`src/rtl/dom_sbox_pkg.sv`:
```
// Shared constants and types for the DOM GF(2^2) stage controller.
// Holds LFSR taps, seed fixup, FSM states and FIFO depth.
package dom_sbox_pkg;

  // Galois right-shift taps for x^32+x^22+x^2+x+1
  localparam logic [31:0] LFSR_TAPS  = 32'h8020_0003;
  localparam logic [31:0] SEED_ZREPL = 32'h0000_0001;
  localparam int          FIFO_DEPTH = 2;

  typedef enum logic [1:0] {
    IDLE  = 2'd0,
    RUN   = 2'd1,
    FLUSH = 2'd2
  } state_e;

  function automatic logic [31:0] lfsr_step(
    input logic [31:0] s
  );
    lfsr_step = {1'b0, s[31:1]} ^ (s[0] ? LFSR_TAPS : 32'h0);
  endfunction

endpackage

```
`src/rtl/dom_gf2_stage_ctrl_if.sv`:
```
// Operand and result streams of the DOM GF(2^2) stage controller.
// The slave side is the controller, the master side the environment.
interface dom_gf2_stage_ctrl_if #(
  parameter int SHARES = 2
);
  localparam int W = 2 * SHARES;

  logic         InValidxSI;
  logic         InReadyxSO;
  logic [W-1:0] InXxDI;
  logic [W-1:0] InBxDI;
  logic [W-1:0] InYxDI;
  logic         OutValidxSO;
  logic         OutReadyxSI;
  logic [W-1:0] OutQxDO;

  modport slave (
    input  InValidxSI, InXxDI, InBxDI, InYxDI,
    input  OutReadyxSI,
    output InReadyxSO, OutValidxSO, OutQxDO
  );

  modport master (
    output InValidxSI, InXxDI, InBxDI, InYxDI,
    output OutReadyxSI,
    input  InReadyxSO, OutValidxSO, OutQxDO
  );

endinterface

```
`src/rtl/dom_mask_lfsr.sv`:
```
// Fresh-mask source: 32-bit Galois LFSR advancing Z_W steps per enable.
// Low Z_W bits of the current state are the masks for this issue.
module dom_mask_lfsr
  import dom_sbox_pkg::*;
#(
  parameter int Z_W = 2
) (
  input  logic           ClkxCI,
  input  logic           RstxBI,
  input  logic           LoadxSI,
  input  logic [31:0]    SeedxDI,
  input  logic           EnxSI,
  output logic [Z_W-1:0] ZxDO
);

  logic [31:0] lfsr_q;
  logic [31:0] lfsr_d;
  logic [31:0] adv;

  always_comb begin
    adv = lfsr_q;
    for (int i = 0; i < Z_W; i++) begin
      adv = lfsr_step(adv);
    end
    lfsr_d = lfsr_q;
    if (LoadxSI) begin
      // all-zero state would lock the LFSR
      lfsr_d = (SeedxDI == 32'h0) ? SEED_ZREPL : SeedxDI;
    end else if (EnxSI) begin
      lfsr_d = adv;
    end
  end

  always_ff @(posedge ClkxCI or negedge RstxBI) begin
    if (!RstxBI) begin
      lfsr_q <= 32'h0;
    end else begin
      lfsr_q <= lfsr_d;
    end
  end

  assign ZxDO = lfsr_q[Z_W-1:0];

endmodule

```
`src/rtl/dom_gf2_stage_ctrl.sv`:
```
// Sequencer for one shared DOM GF(2^2) gadget: issue, fresh masks,
// one-cycle capture into a 2-entry credit-controlled output FIFO.
module dom_gf2_stage_ctrl
  import dom_sbox_pkg::*;
#(
  parameter  int SHARES = 2,
  parameter  int CNT_W  = 16,
  localparam int W      = 2 * SHARES,
  localparam int Z_W    = SHARES * (SHARES - 1)
) (
  input  logic             ClkxCI,
  input  logic             RstxBI,
  input  logic [31:0]      SeedxDI,
  input  logic             SeedValidxSI,
  input  logic             FlushxSI,
  dom_gf2_stage_ctrl_if.slave io,
  output logic [W-1:0]     GadXxDO,
  output logic [W-1:0]     GadBxDO,
  output logic [W-1:0]     GadYxDO,
  output logic [Z_W-1:0]   GadZxDO,
  input  logic [W-1:0]     GadQxDI,
  output logic             BusyxSO,
  output logic [CNT_W-1:0] DoneCntxDO
);

  state_e                            state_q, state_d;
  logic                              inflight_q, inflight_d;
  logic [1:0]                        cnt_q, cnt_d;
  logic                              wr_q, wr_d;
  logic                              rd_q, rd_d;
  logic [FIFO_DEPTH-1:0][W-1:0]      mem_q, mem_d;
  logic [CNT_W-1:0]                  done_q, done_d;

  logic       pop;
  logic       push;
  logic [2:0] credit;
  logic       in_ready;
  logic       issue;
  logic       seed_load;
  logic       out_valid;

  always_comb begin
    out_valid = (cnt_q != 2'd0);
    pop       = out_valid && io.OutReadyxSI;
    push      = inflight_q;
    // slot freed by a pop this cycle is reusable right away
    credit    = {1'b0, cnt_q} + {2'b0, inflight_q} - {2'b0, pop};
    in_ready  = (state_q == RUN) && (credit < 3'(FIFO_DEPTH));
    issue     = io.InValidxSI && in_ready;
    seed_load = (state_q == IDLE) && SeedValidxSI;

    state_d = state_q;
    unique case (state_q)
      IDLE:    if (SeedValidxSI) state_d = RUN;
      RUN:     if (FlushxSI) state_d = FLUSH;
      FLUSH:   if (!inflight_q && (cnt_q == 2'd0)) state_d = IDLE;
      default: state_d = IDLE;
    endcase

    inflight_d = issue;
    cnt_d      = cnt_q + {1'b0, push} - {1'b0, pop};
    wr_d       = wr_q ^ push;
    rd_d       = rd_q ^ pop;
    mem_d      = mem_q;
    if (push) begin
      mem_d[wr_q] = GadQxDI;
    end
    done_d = done_q + CNT_W'(pop);
  end

  always_ff @(posedge ClkxCI or negedge RstxBI) begin
    if (!RstxBI) begin
      state_q    <= IDLE;
      inflight_q <= 1'b0;
      cnt_q      <= 2'd0;
      wr_q       <= 1'b0;
      rd_q       <= 1'b0;
      mem_q      <= '0;
      done_q     <= '0;
    end else begin
      assert (!(push && !pop && (cnt_q == 2'(FIFO_DEPTH))));
      state_q    <= state_d;
      inflight_q <= inflight_d;
      cnt_q      <= cnt_d;
      wr_q       <= wr_d;
      rd_q       <= rd_d;
      mem_q      <= mem_d;
      done_q     <= done_d;
    end
  end

  dom_mask_lfsr #(
    .Z_W (Z_W)
  ) u_lfsr (
    .ClkxCI  (ClkxCI),
    .RstxBI  (RstxBI),
    .LoadxSI (seed_load),
    .SeedxDI (SeedxDI),
    .EnxSI   (issue),
    .ZxDO    (GadZxDO)
  );

  // idle gadget inputs held at zero to avoid data-dependent toggling
  assign GadXxDO = io.InXxDI & {W{issue}};
  assign GadBxDO = io.InBxDI & {W{issue}};
  assign GadYxDO = io.InYxDI & {W{issue}};

  assign io.InReadyxSO  = in_ready;
  assign io.OutValidxSO = out_valid;
  assign io.OutQxDO     = out_valid ? mem_q[rd_q] : '0;
  assign BusyxSO    = (state_q != IDLE) || inflight_q || out_valid;
  assign DoneCntxDO = done_q;

endmodule

```
`src/flat_wrapper.sv`:
```
// flat-port wrapper written by rule: the top's interface ports become plain ports
module dom_gf2_stage_ctrl_flat import dom_sbox_pkg::*;
#(
  parameter  int SHARES = 2,
  parameter  int CNT_W  = 16,
  localparam int W      = 2 * SHARES,
  localparam int Z_W    = SHARES * (SHARES - 1)
)
  (ClkxCI, RstxBI, SeedxDI, SeedValidxSI, FlushxSI, GadXxDO, GadBxDO, GadYxDO, GadZxDO, GadQxDI, BusyxSO, DoneCntxDO, io_InValidxSI, io_InXxDI, io_InBxDI, io_InYxDI, io_OutReadyxSI, io_InReadyxSO, io_OutValidxSO, io_OutQxDO);
  dom_gf2_stage_ctrl_if #(.SHARES(SHARES)) io_i ();
  input  logic ClkxCI;
  input  logic RstxBI;
  input  logic [31:0] SeedxDI;
  input  logic SeedValidxSI;
  input  logic FlushxSI;
  output logic [W-1:0] GadXxDO;
  output logic [W-1:0] GadBxDO;
  output logic [W-1:0] GadYxDO;
  output logic [Z_W-1:0] GadZxDO;
  input  logic [W-1:0] GadQxDI;
  output logic BusyxSO;
  output logic [CNT_W-1:0] DoneCntxDO;
  input wire logic [$bits(io_i.InValidxSI)-1:0] io_InValidxSI;
  input wire logic [$bits(io_i.InXxDI)-1:0] io_InXxDI;
  input wire logic [$bits(io_i.InBxDI)-1:0] io_InBxDI;
  input wire logic [$bits(io_i.InYxDI)-1:0] io_InYxDI;
  input wire logic [$bits(io_i.OutReadyxSI)-1:0] io_OutReadyxSI;
  output wire logic [$bits(io_i.InReadyxSO)-1:0] io_InReadyxSO;
  output wire logic [$bits(io_i.OutValidxSO)-1:0] io_OutValidxSO;
  output wire logic [$bits(io_i.OutQxDO)-1:0] io_OutQxDO;
  assign io_i.InValidxSI = io_InValidxSI;
  assign io_i.InXxDI = io_InXxDI;
  assign io_i.InBxDI = io_InBxDI;
  assign io_i.InYxDI = io_InYxDI;
  assign io_i.OutReadyxSI = io_OutReadyxSI;
  assign io_InReadyxSO = io_i.InReadyxSO;
  assign io_OutValidxSO = io_i.OutValidxSO;
  assign io_OutQxDO = io_i.OutQxDO;
  dom_gf2_stage_ctrl #(.SHARES(SHARES), .CNT_W(CNT_W)) u_core (.ClkxCI(ClkxCI), .RstxBI(RstxBI), .SeedxDI(SeedxDI), .SeedValidxSI(SeedValidxSI), .FlushxSI(FlushxSI), .io(io_i), .GadXxDO(GadXxDO), .GadBxDO(GadBxDO), .GadYxDO(GadYxDO), .GadZxDO(GadZxDO), .GadQxDI(GadQxDI), .BusyxSO(BusyxSO), .DoneCntxDO(DoneCntxDO));
endmodule
```
`config.mk`:
```
export PLATFORM = sky130hd
export DESIGN_NAME = dom_gf2_stage_ctrl_flat
export DESIGN_NICKNAME = d
export VERILOG_FILES = /design/src/rtl/dom_sbox_pkg.sv /design/src/rtl/dom_gf2_stage_ctrl_if.sv /design/src/rtl/dom_mask_lfsr.sv /design/src/rtl/dom_gf2_stage_ctrl.sv /design/src/flat_wrapper.sv
export SDC_FILE = /design/constraint.sdc
export NUM_CORES = 1
export LEC_CHECK = 0
export BUFFER_PORTS_ARGS = -buffer_cell sky130_fd_sc_hd__buf_2
export CAP_MARGIN = 10
export CORE_MARGIN = 2
export CORE_UTILIZATION = 51
export DETAILED_ROUTE_END_ITERATION = 16
export GPL_TIMING_DRIVEN = 0
export PLACE_DENSITY = 0.89
export SLEW_MARGIN = 20
export SYNTH_ARGS = -nofsm -noshare
export SYNTH_HDL_FRONTEND = slang
export SYNTH_SLANG_ARGS = --single-unit
```
`constraint.sdc`:
```
create_clock -name ClkxCI -period 3.3 [get_ports ClkxCI]
set_clock_uncertainty 0.15 [all_clocks]
set_input_delay 0.165 -clock ClkxCI [delete_from_list [all_inputs] [get_ports ClkxCI]]
set_output_delay 0.165 -clock ClkxCI [all_outputs]
set_load 0.02 [all_outputs]
```
Yosys cells after proc, flatten, opt, wreduce, memory -nomap -nowiden

Cells that the tools add are included.
Widths: inputs -> output; s select.

Register bits after elaboration: 63
Input port bits: 54
Output and inout port bits: 37
Logic and storage cells: 61

Add/subtract/negate cells: 5
Order comparisons: 4
Equality and inequality tests: 5
Muxes and demuxes: 15
Bitwise operators: 7
Reductions and logical operators: 16

Operators with widths:

| operator           | count |
|---|---|
| $mux 32            | 5 |
| $xor 31x32->32     | 2 |
| $logic_not 32->1   | 1 |
| $add 16x1->16      | 1 |
| $mux 4             | 4 |
| $and 4x4->4        | 3 |
| $bwmux 8           | 1 |
| $logic_and 1x1->1  | 6 |
| $mux 2             | 3 |
| $pmux 2 s3         | 1 |
| $reduce_bool 2->1  | 3 |
| $demux 4 s1        | 1 |
| $logic_not 2->1    | 2 |
| $lt 1x2->1 const B | 2 |
| $ne 2x2->1 const B | 2 |
| $add 2x1->3        | 1 |
| $lt 3x2->1 const B | 1 |
| $reduce_and 3->1   | 1 |
| $sub 3x1->3        | 1 |
| $add 2x1->2        | 1 |
| $eq 2x1->1 const B | 1 |
| $eq 2x2->1 const B | 1 |
| $logic_or 1x1->1   | 2 |
| $ne 2x1->1 const B | 1 |
| other kinds (4)    | 5 |

Logic depth before layout (Yosys ltp)

Word-level depth: 8
Depth in mapped cells: 11
Depth with buffers taken out: 10

Cells and area by module

Synthesis repeated with hierarchy kept, for this count alone.

Cell total of the unflattened synthesis: 286
Area, all modules: 3070.4 um^2

Modules (own cells, without submodules):

| module             | instances | cells each | area each (um^2) | seq. area each (um^2) |
|---|---|---|---|---|
| dom_mask_lfsr      | 1         | 162        | 1610.3           | 800.8 |
| dom_gf2_stage_ctrl | 1         | 124        | 1460.2           | 775.7 |

Worst setup path before layout

Ideal clock, no wire load.

Path type: register -> output
Start point: reg u_core.cnt_q[1]
End point: out GadBxDO[0]
Data arrival time: 2.699 ns
Data required time: 2.985 ns
Slack: 0.286 ns
Stages on the path, launching flop included: 12
Buffers on the path: 2
Cell sequence: dfrtp_1 > o21ai_1 > or2_2 > nand2_1 > ha_1 > fa_1 > nand4bb_1 > or2_1 > buf_2 > inv_2 > buf_4 > and2_1

Longest elaborated chain between the ends: 7
Elaborated cells between the ends (all ways): 8
Those cells by class: add/sub: 2; order compare: 1; bitwise: 1; reduce/logical: 4

Ends and longest elaborated chain:

| what                                                | RTL line                  | RTL |
|---|---|---|
| start: declaration                                  | dom_gf2_stage_ctrl.sv:28  | `logic [1:0] cnt_q, cnt_d;` |
| start signal: assignment                            | dom_gf2_stage_ctrl.sv:84  | `cnt_q <= cnt_d;` |
| branches (longest 2 deep; another with $add 2x1->3) | n/a                       |  |
| $sub 3x1->3 (*)                                     | dom_gf2_stage_ctrl.sv:47  | `credit = {1'b0, cnt_q} + {2'b0, inflight_q} - {2'b0, pop};` |
| $lt 3x2->1 (*)                                      | dom_gf2_stage_ctrl.sv:48  | `in_ready = (state_q == RUN) && (credit < 3'(FIFO_DEPTH));` |
| $logic_and 1x1->1 (*)                               | dom_gf2_stage_ctrl.sv:48  |  |
| $logic_and 1x1->1 (*)                               | dom_gf2_stage_ctrl.sv:49  | `issue = io.InValidxSI && in_ready;` |
| named net u_core.inflight_d                         | dom_gf2_stage_ctrl.sv:27  | `logic inflight_q, inflight_d;` |
| $and 4x4->4 (*)                                     | dom_gf2_stage_ctrl.sv:105 | `assign GadBxDO = io.InBxDI & {W{issue}};` |
| end: declaration                                    | flat_wrapper.sv:17        | `output logic [W-1:0] GadBxDO;` |

Mark *: on every way through the listed nets, which the timed path passes.

Worst setup path in the final report

Start point: reg u_core.cnt_q[0]
End point: out GadBxDO[1]

Same word-level chain as after synthesis.

==> flow_summary_export.csv <==
group,metric,value,unit
power_and_ir_drop,power_frac_comb,43.6,%
grt,grt_pass1_vias,2701,
yosys,syn_area,2960,um2
yosys,synth.net_count,353,
routing,drtAntennaViolNets,0,
yosys,ys_types,38,
flow_run,drv_cap,0,
clocking,cts_made_buffers,9,
floorplanning,die_w,80.1,um
finish,area_growth,38.8,%
worst_setup_path,setup.worst_path.end_class,"output port",
power_and_ir_drop,p_per_area,814,nW/um2
power_and_ir_drop,p_sw_share,38.8,%
worst_setup_path,start_kind,"register",
finish,fin_util,74.1,%
floorplanning,fp.dieArea,6420,um2
worst_hold_path,hold_path.class,"primary input to register",
floorplanning,coreArea,5540,um2
place,dpl_cell_area,3500,um2
worst_setup_path,crit_path_cell_trace,"o21ai_4, or2_2, nand2_1, ha_1, fa_1, nand4bb_4, or2_4, inv_2, buf_4, and2_1, buf_4",
worst_setup_path,critPathSlowestCell,"fa_1",
yosys,ys_ff_latch,63,
clocking,insertion_delay,0.32,ns
floorplanning,die_h,80.1,um
finish,final_layout_size_suffix_gt1_share,31.4,%
sta,min_period,3.17,ns
power_and_ir_drop,p_int,2.04,mW
yosys,syn_avg_cell_area,10.1,um2
yosys,synth-seq-area-share,53.3,%
clocking,clkSinkCount,63,
finish,nNetsFinal,494,
place,dp_hpwl,4850,um
worst_setup_path,crit_top_cell,"buf_4",
sta,min_period_over_period,96.1,%
worst_setup_path,critPathMaxStageDelay,0.48,ns
yosys,synth_edf_count,0,
routing,firstDrtPassIters,4,
sta,setup_viol,0,
worst_setup_path,cpLargestDelayFamily,"simple AND/OR/NAND/NOR gates",
clocking,clkSlewWorstSetupHoldPaths,0.06,ns
sta,maxSlewViolCount,0,
power_and_ir_drop,power,3.34,mW
finish,design_area,4100,um2
run_status,status,"complete, no violations",
worst_setup_path,worstSetupPathType,"register to output port",
place,port_buffers,90,
sta,slew_headroom,47.5,%
power_and_ir_drop,total_leakage_power,1.99,nW
floorplanning,num_rows,27,
routing,drt_wl_total,7250,um
routing,viasPerCell,5.16,
grt,grt_max_degree,64,
worst_setup_path,cp.required,2.98,ns
grt,grt_antenna_before_repair,0,
routing,vias,2639,
grt,overflow,0,
power_and_ir_drop,p_sw,1.30,mW
clocking,cts_buffer_depth,2,
finish,diodes,0,
clocking,cts-root-buf,"clkbuf_8",
worst_setup_path,cp.arrival,2.86,ns
sta,tightest_slew,0.787,ns
yosys,syn-instance-count,294,
floorplanning,ios,91,
finish,mostFrequentLayoutCell,"buf_2",
worst_setup_path,crit_fanout,10,
clocking,cts_tree,"done",
clocking,htree_levels,3,
floorplanning,start_util,53.3,%
worst_setup_path,worst-path-buf-inv,3,
routing,drc,0,
power_and_ir_drop,peakVddDrop,0.600,mV
yosys,synth_ff_type,"dfrtp_1",
power_and_ir_drop,p_seq_share,39.8,%
finish,layout_common_cells,"buf_2, nor2_1, dfrtp_1",
yosys,yosys_warnings,0,
yosys,async_reset_ff_share,100,%
sta,rsz0062_at_grt,"false",
routing,drt_iter0_markers,135,
sta,hold_viol_final,0,
grt,grt_pass1_wl,11900,um
power_and_ir_drop,p_clk_share,16.6,%
place,gp_congestion,0.886,
routing,wl_per_cell,14.2,um
grt,grt.total_usage,24.1,%
sta,fmax,315,MHz
through the flow:
step	TNS [ns]	hold WS [ns]	setup WS (ns)	cells
after floorplan	0	-0.281	0.286	294
after global placement	-0.0831	0.259	-0.0292	456
after CTS	0	0.00113	0.00310	511
final	0	0.0145	0.129	511
after global routing	0	0.0140	0.00592	511
after detailed placement	-0.544	0.150	-0.0915	456
cell usage after synthesis (2+ instances only):
cell      instances  share of area [%]
nor2_1           70                8.9
dfrtp_1          63                 53
o22ai_1          29                6.1
nand2_1          13                1.7
xnor2_1          13                3.9
and2_1           12                2.5
xor2_1            9                2.7
mux2_2            8                3.0
nor4_1            7                1.5
inv_1             6               0.76
nand3_1           6                1.0
buf_2             5               0.85
nor3_1            5               0.85
buf_4             4                1.0
clkbuf_1          4               0.51
ha_1              4                1.7
mux2i_1           4                1.4
nand4_1           4               0.85
buf_6             3                1.1
o21ai_0           3               0.51
a21oi_1           2               0.34
and3_1            2               0.42
o21ai_1           2               0.34
or2_2             2               0.42
state kept, by name (all words and copies together) (netlist names):
signal and flops:
u_core.inflight_q 1, u_core.cnt_q 2, u_core.DoneCntxDO 16, u_core.state_q 2
u_core.rd_q 1, u_core.u_lfsr.lfsr_q 32, u_core.mem_q 8, u_core.wr_q 1
cell type report:
class	count	area, um2
Clock inverter	1	5.00
Sequential cell	63	1580
Clock buffer	14	153
Inverter	7	26.3
Multi-Input combinational cell	207	1280
Fill cell	417	1440
Tap cell	72	90.1
Buffer	16	103
Timing Repair Buffer	131	863
final timing paths:
check	startpoint	endpoint	slack [ns]	cells past startpoint
max	u_core.cnt_q[0]	GadBxDO[1]	0.13	11
min	SeedxDI[15]	u_core.u_lfsr.lfsr_q[15]	0.01	3
max reg2reg	u_core.cnt_q[0]	u_core.u_lfsr.lfsr_q[22]	0.62	10
min reg2reg	u_core.DoneCntxDO[15]	u_core.DoneCntxDO[15]	0.32	1
max in group asynchronous	RstxBI	u_core.cnt_q[1]	2.12	2
min in group asynchronous	RstxBI	u_core.mem_q[3]	0.32	2
cell families (layout without fill, tap and decap cells):
family                   count (synthesis)  after routing  share of synthesized area, %
AO/OA/AOI/OAI                           40             40                          8.64
XOR/XNOR                                22             22                          6.52
adder cells (fa/ha/maj)                  5              5                          2.37
buffers and inverters                   24            169                          4.53
flip-flops                              63             63                          53.3
multiplexers                            12             12                          4.40
AND/OR/NAND/NOR                        128            128                          20.2
power groups by stage:
stage	clock, mW	sequential, mW	combinational, mW
detailed placement	0	1.33	1.32
global route	0.603	1.37	1.60
floorplan	0	1.32	0.935
finish	0.554	1.33	1.46
CTS	0.568	1.33	1.42
global placement	0	1.31	1.27
metal layers:
layer,global-route usage (%),part of all wire (%),wire [um],vias to the layer above
met3,6.18,5.6,405,7
met1,30.7,43,3120,1253
met4,6.95,0.86,62,0
met5,0,0,0,-
li1,-,-,-,1290
met2,40.5,51,3660,89
timing repair:
action                     in CTS  in global routing
resized for setup               6                  7
hold buffers                   35                  1
setup endpoints to repair      12                 12
hold endpoints to repair      101                  1
buffers inserted                5                  0
pin swaps                       1                  0
worst reg2reg max path: stages (launching register included):
cell and delay, ns:
dfrtp_2 0.42, o21ai_4 0.16, or2_2 0.15, nand2_1 0.06, ha_1 0.19, fa_1 0.48
nand4bb_4 0.27, or2_4 0.30, buf_6 0.15, o22ai_1 0.17, nor2_1 0.07
Note: power is estimated with default switching activity, not from simulation.
